[src/rtl/fft_stream_bridge.sv]
// Streams one frame of samples into the FFT RAM, waits for the core, then streams the results out.
// Loads one sample per cycle; outputs one result word every 2 cycles; the output holds its word while WREADY is low.
module fft_stream_bridge #(
    parameter int IN_WIDTH   = 16,
    parameter int OUT_WIDTH  = 32,
    parameter int ADDR_WIDTH = 10
) (
    input  logic                  clk,
    input  logic                  n_Reset,
    input  logic                  START,
    input  logic [ADDR_WIDTH:0]   SAMP_NUMBER,
    input  logic [IN_WIDTH-1:0]   RDATA,
    input  logic                  RVALID,
    output logic                  RREADY,
    output logic [OUT_WIDTH-1:0]  WDATA,
    output logic                  WVALID,
    input  logic                  WREADY,
    output logic                  WLAST,
    output logic [ADDR_WIDTH-1:0] RAM_ADDR,
    output logic [IN_WIDTH-1:0]   RAM_WDATA,
    output logic                  RAM_WE,
    output logic                  RAM_RE,
    input  logic [OUT_WIDTH-1:0]  RAM_RDATA,
    output logic                  DATA_LOADED,
    input  logic                  CALC_END,
    output logic                  BUSY,
    output logic                  ERR
);

    localparam logic [ADDR_WIDTH:0] DEPTH_C = {1'b1, {ADDR_WIDTH{1'b0}}};
    localparam logic [ADDR_WIDTH:0] ONE_C   = {{ADDR_WIDTH{1'b0}}, 1'b1};

    typedef enum logic [2:0] {IDLE, LOAD, WAIT_CALC, RD, HOLD} state_t;

    state_t                state;
    logic [ADDR_WIDTH:0]   idx;
    logic [ADDR_WIDTH:0]   n_reg;
    logic [ADDR_WIDTH:0]   n_last;
    logic [OUT_WIDTH-1:0]  wdata_reg;
    logic                  hold_first;
    logic                  data_loaded;
    logic                  err;
    logic                  is_last;

    assign n_last  = n_reg - ONE_C;
    assign is_last = (idx == n_last);

    always_ff @(posedge clk or negedge n_Reset) begin
        if (!n_Reset) begin
            state       <= IDLE;
            idx         <= '0;
            n_reg       <= '0;
            wdata_reg   <= '0;
            hold_first  <= 1'b0;
            data_loaded <= 1'b0;
            err         <= 1'b0;
        end else begin
            data_loaded <= 1'b0;
            err         <= 1'b0;
            hold_first  <= 1'b0;
            case (state)
                IDLE: begin
                    if (START) begin
                        if (SAMP_NUMBER == '0) begin
                            err <= 1'b1;
                        end else begin
                            n_reg <= (SAMP_NUMBER > DEPTH_C) ? DEPTH_C : SAMP_NUMBER;
                            idx   <= '0;
                            state <= LOAD;
                        end
                    end
                end
                LOAD: begin
                    if (RVALID) begin
                        if (is_last) begin
                            idx         <= '0;
                            data_loaded <= 1'b1;
                            state       <= WAIT_CALC;
                        end else begin
                            idx <= idx + ONE_C;
                        end
                    end
                end
                WAIT_CALC: begin
                    if (CALC_END) state <= RD;
                end
                RD: begin
                    hold_first <= 1'b1;
                    state      <= HOLD;
                end
                HOLD: begin
                    // RAM data is only valid on the first HOLD cycle, so latch it then
                    if (hold_first) wdata_reg <= RAM_RDATA;
                    if (WREADY) begin
                        if (is_last) begin
                            idx   <= '0;
                            state <= IDLE;
                        end else begin
                            idx   <= idx + ONE_C;
                            state <= RD;
                        end
                    end
                end
                default: state <= IDLE;
            endcase
        end
    end

    // First HOLD cycle bypasses the register so a word can leave every 2 cycles
    always_comb begin
        RREADY    = (state == LOAD);
        RAM_WE    = (state == LOAD) && RVALID;
        RAM_RE    = (state == RD);
        RAM_ADDR  = ((state == LOAD) || (state == RD)) ? idx[ADDR_WIDTH-1:0] : '0;
        RAM_WDATA = (state == LOAD) ? RDATA : '0;
        WVALID    = (state == HOLD);
        WLAST     = (state == HOLD) && is_last;
        WDATA     = (state == HOLD) ? (hold_first ? RAM_RDATA : wdata_reg) : '0;
        BUSY      = (state != IDLE);
        DATA_LOADED = data_loaded;
        ERR       = err;
    end

endmodule
[config.mk]
export PLATFORM = sky130hd
export DESIGN_NAME = fft_stream_bridge
export DESIGN_NICKNAME = d
export VERILOG_FILES = /design/src/rtl/fft_stream_bridge.sv
export SDC_FILE = /design/constraint.sdc
export NUM_CORES = 1
export LEC_CHECK = 0
export ABC_AREA = 1
export CELL_PAD_IN_SITES_DETAIL_PLACEMENT = 1
export CELL_PAD_IN_SITES_GLOBAL_PLACEMENT = 1
export CORE_MARGIN = 2
export CORE_UTILIZATION = 28
export CTS_CLUSTER_DIAMETER = 120
export DETAILED_ROUTE_END_ITERATION = 10
export MAX_ROUTING_LAYER = met4
export PLACE_DENSITY_LB_ADDON = 0.1
export REMOVE_ABC_BUFFERS = 1
export SLEW_MARGIN = 10
export SYNTH_ARGS = -nofsm -noshare
export SYNTH_HDL_FRONTEND = slang
export SYNTH_SLANG_ARGS = --single-unit
[constraint.sdc]
create_clock -name clk -period 2.1 [get_ports clk]
set_clock_uncertainty 0.2 [all_clocks]
set_input_delay 0.21 -clock clk [delete_from_list [all_inputs] [get_ports clk]]
set_output_delay 0.21 -clock clk [all_outputs]
set_load 0.1 [all_outputs]
==> flow_results.org <==
** Run status
- Result of the run :: finished with violations
- The checks that failed: negative setup slack.

** Routing
- In the final routed layout, each cell accounts on average for 17.6 microns.
- First-pass iteration count of the detailed router :: 4
- The detail route stage leaves a number of antenna-violating nets equal to 0.
- Post-detailed-route via-to-cell ratio :: around 4.7
- For this block, the initial DRC count from the detailed router was 167.
- Number of DRC violations after detailed routing :: 0
- Total length of routed wires :: 15.6 mm
- For this block, the via count after detailed routing is 4183.

** Flow run
- # Max-Cap Violations :: 0

** Synthesis
- The Yosys step of the flow raised 0 warnings.
- Post-Syn Area per Cell :: between 7 and 8 sq um
- In this run, distinct cell masters in the synthesized netlist total 30.
- Sequential area share after synthesis :: 41.1%
- Netlist area before placement :: 3650 sq um
- Synthesis inferred 60 register bits.
- Dominant cell type by area after synthesis :: sky130_fd_sc_hd__dfrtp_1
- Counting every instance in the synthesized netlist gives 510.
- Yosys attributes the largest share of cell area to sky130_fd_sc_hd__dfrtp_1 41%, sky130_fd_sc_hd__nand2_1 12%, sky130_fd_sc_hd__nor2_1 10%.
- Yosys top cell area share :: 41.1%

** Setup path
- Kind of capture point of the worst setup path :: output port
- Startpoint-to-endpoint class of the critical path :: reg2out
- Measured in cells, the most critical reg-to-reg path has a length of 15.
- Of all nets on the critical path, the largest fanout is 3.
- Reg-to-reg endpoint :: state[0]
- Required time at the worst-slack endpoint :: 1.69 ns
- Critical Path AT :: 2.05 ns
- Worst R2R Setup Slack :: -0.28 ns
- The worst register-to-register path begins at n_reg[5].
- The worst setup path is launched from a register.

** Layout
- Final-stage net count :: 778
- The register with the most flip-flops in the layout has 32 of them.
- The repair_antennas step left the layout with diodes totalling 0.
- Cells with a size suffix above 1 make up between 30% and 40% of the layout.
- The finished cells cover 7350 sq um.
- Post-Route Utilization :: between 50% and 60%
- Relative to the synthesized area, the layout overhead comes to 101%.

** STA
- At the pin with the least slew margin, the transition time is approximately 0.44 ns.
- Normalized max-slew margin :: 70.1%
- Final setup violation count :: 37
- Time the final worst path needs with I/O delays and setup :: about 2.5 ns
- The number of max-slew violations in the final report is 0.
- Count of endpoints failing hold in the final timing report :: 0
- Of the available clock period, the critical path in the final layout requires 117%.
- Highest attainable clock frequency :: 406 MHz
- Setup repair after global routing could not meet its margin everywhere.
- Final setup margin :: -0.365 ns

** Hold path
- In this run the worst hold path is classified as in2async.

** Die
- In this run the standard cell core region covers 12700 sq um.
- Initial core utilization :: 28.8%
- The die is 118 microns wide.
- DIE AREA :: 14000 sq um
- Site row count :: 41
- Height of the die :: 118 microns
- 131 I/O pins were placed.

** Global route
- The initial antenna violation count is 0.
- Entering global routing, the biggest net connects 61 pins.
- The first global-routing pass estimated 25.1 mm of wire.
- Vias in the first global route :: roughly 4600
- Remaining Overflow, GRT :: 0
- Total track usage :: 23.3%

** Pwr
- Switching share of power :: 51.7%
- Portion of total power attributed to sequential cells :: 17.7%
- Sw Pwr :: 5.78 mW
- Dividing total power by cell area gives a power density of approximately 1500 nW/um^2.
- Comb power frac :: 70.1%
- Maximum resistive drop on vdd :: roughly 0.90 mV
- Static Leak :: 3.16 nW
- Internal Pwr Total :: about 5.4 mW
- Part of the power in the clock network :: around 12%

** Placement
- During placement, the flow inserted port buffers numbering 130.
- The congestion estimate from routability-driven global placement came to roughly 0.85.
- Prior to clock tree synthesis, the placed netlist has a worst setup slack of -0.410 ns.
- Cell Area, Placed :: ~6100 sq um
- Total half-perimeter wirelength after legalization and detailed placement :: ~9.5 mm

** CTS
- Clock-pin slew of the registers on the worst-case setup and hold paths :: 0.05 ns
- For the worst-skew pair, the clock arrives at the later sink with an insertion delay of approximately 0.33 ns.
- Clk root buf :: sky130_fd_sc_hd__clkbuf_16
- Num CTS Buffers :: 9
- The clock tree synthesis step divided the H-tree into 3 levels.
- Clock Tree Buf Depth :: 2
- The clock net in this run drives a total of 60 sinks.
- Clock tree from TritonCTS :: done
worst max-delay path by stage:
| stage | startpoint | endpoint | slack, ns | cells past startpoint |
|---|---|---|---|---|
| 4_1_cts | n_reg[0] | WLAST | -0.46 | 13 |
| 5_1_grt | n_reg[5] | WLAST | -0.52 | 10 |
| 3_5_place_dp | n_reg[0] | idx[8] | -0.41 | 16 |
| 6_report | n_reg[5] | WLAST | -0.36 | 10 |
| 2_1_floorplan | state[0] | WDATA[0] | -1.39 | 5 |
| 3_3_place_gp | n_reg[0] | idx[8] | -0.32 | 16 |
synth_stat cells:
cell and number:
sky130_fd_sc_hd__o21ai_0 47, sky130_fd_sc_hd__nand4_1 1, sky130_fd_sc_hd__dfrtp_1 60, sky130_fd_sc_hd__a21oi_1 2
sky130_fd_sc_hd__nor2_2 2, sky130_fd_sc_hd__ha_1 2, sky130_fd_sc_hd__xnor2_1 2, sky130_fd_sc_hd__nor3_1 7
sky130_fd_sc_hd__clkinv_1 1, sky130_fd_sc_hd__nor2_1 101, sky130_fd_sc_hd__nand3_2 1, sky130_fd_sc_hd__buf_6 1
sky130_fd_sc_hd__o21ai_2 1, sky130_fd_sc_hd__inv_2 6, sky130_fd_sc_hd__nand3b_1 1, sky130_fd_sc_hd__a21oi_4 1
sky130_fd_sc_hd__nand2_1 112, sky130_fd_sc_hd__or2_1 2, sky130_fd_sc_hd__clkbuf_1 14, sky130_fd_sc_hd__nand3_1 38
sky130_fd_sc_hd__buf_2 4, sky130_fd_sc_hd__nand2_4 2, sky130_fd_sc_hd__nor2_4 1, sky130_fd_sc_hd__inv_1 56
sky130_fd_sc_hd__mux2i_1 32, sky130_fd_sc_hd__o21ai_1 5, sky130_fd_sc_hd__nor4_2 1, sky130_fd_sc_hd__xor2_1 3
sky130_fd_sc_hd__o21bai_1 1, sky130_fd_sc_hd__nand2_2 3
worst max-delay path: stages (launching register included):
cell and delay (ns):
sky130_fd_sc_hd__dfrtp_1 0.40, sky130_fd_sc_hd__nor2_2 0.19, sky130_fd_sc_hd__nand2_1 0.12, sky130_fd_sc_hd__nor2_2 0.16
sky130_fd_sc_hd__nand2_1 0.09, sky130_fd_sc_hd__nand3_1 0.10, sky130_fd_sc_hd__nand2_1 0.06, sky130_fd_sc_hd__nor2_1 0.19
sky130_fd_sc_hd__nand3_4 0.13, sky130_fd_sc_hd__nor2_4 0.12, sky130_fd_sc_hd__buf_12 0.18
routing by layer:
metal  share of wire [%]  GRT usage [%]  wire length [microns]
met1                  40           25.6                   6200
met2                  56           43.2                   8700
met3                 3.3           4.30                    510
met4                 1.4           5.72                    221
met5                   0              -                      0
timing repair:
| action | CTS | global route |
|---|---|---|
| pin swaps | 44 | 18 |
| hold buffers | 1 | 0 |
| setup buffers | 18 | 16 |
| setup endpoints to repair | 84 | 99 |
| gates cloned | 8 | 1 |
| endpoints found under the hold margin | 60 | 0 |
| resized for setup | 126 | 66 |
cells by family after synthesis:
kind of cell,after synthesis,synth area share [%]
AND/OR/NAND/NOR,272,31.2
AO/OA/AOI/OAI,57,8.29
multiplexers,32,8.77
adder cells (fa/ha/maj),2,0.685
XOR/XNOR,5,1.20
buffers and inverters,82,8.77
flip-flops,60,41.1
layout make-up:
cell class / count / area (sq um)
Sequential cell: 60 / 1510
Clock inverter: 4 / 25.0
Multi-Input combinational cell: 368 / 2360
Inverter: 63 / 254
Clock buffer: 12 / 246
Fill cell: 1426 / 5320
Timing Repair inverter: 2 / 16.3
Timing Repair Buffer: 207 / 2730
Tap cell: 172 / 215
power groups by stage:
| stage | Sequential (mW) | Clock, mW | Combinational [mW] |
|---|---|---|---|
| floorplan | 1.92 | 0 | 3.77 |
| global placement | 1.98 | 0 | 5.93 |
| detailed placement | 2.01 | 0 | 6.10 |
| CTS | 1.94 | 1.38 | 7.28 |
| global route | 2.03 | 1.45 | 8.36 |
| finish | 1.97 | 1.37 | 7.84 |
metrics by stage:
stage / TNS [ns] / cells / power (mW) / hold slack (ns)
detailed placement: -7.79 / 840 / 8.11 / 0.0532
global placement: -5.22 / 840 / 7.91 / 0.0491
CTS: -7.05 / 883 / 10.6 / 0.240
floorplan: -78.20 / 491 / 5.68 / -0.286
global route: -10.69 / 888 / 11.8 / 0.239
finish: -5.59 / 888 / 11.2 / 0.220
placed cells by master (no fill, tap or decap), drive strengths merged, types with 7 or more instances in the layout:
cell type	instances
buf	141
nand2	117
nor2	104
clkdlybuf4s50	63
inv	61
dfrtp	60
o21ai	53
nand3	39
mux2i	32
clkbuf	13
nor3	7
Note: power is estimated with default switching activity, not from simulation.
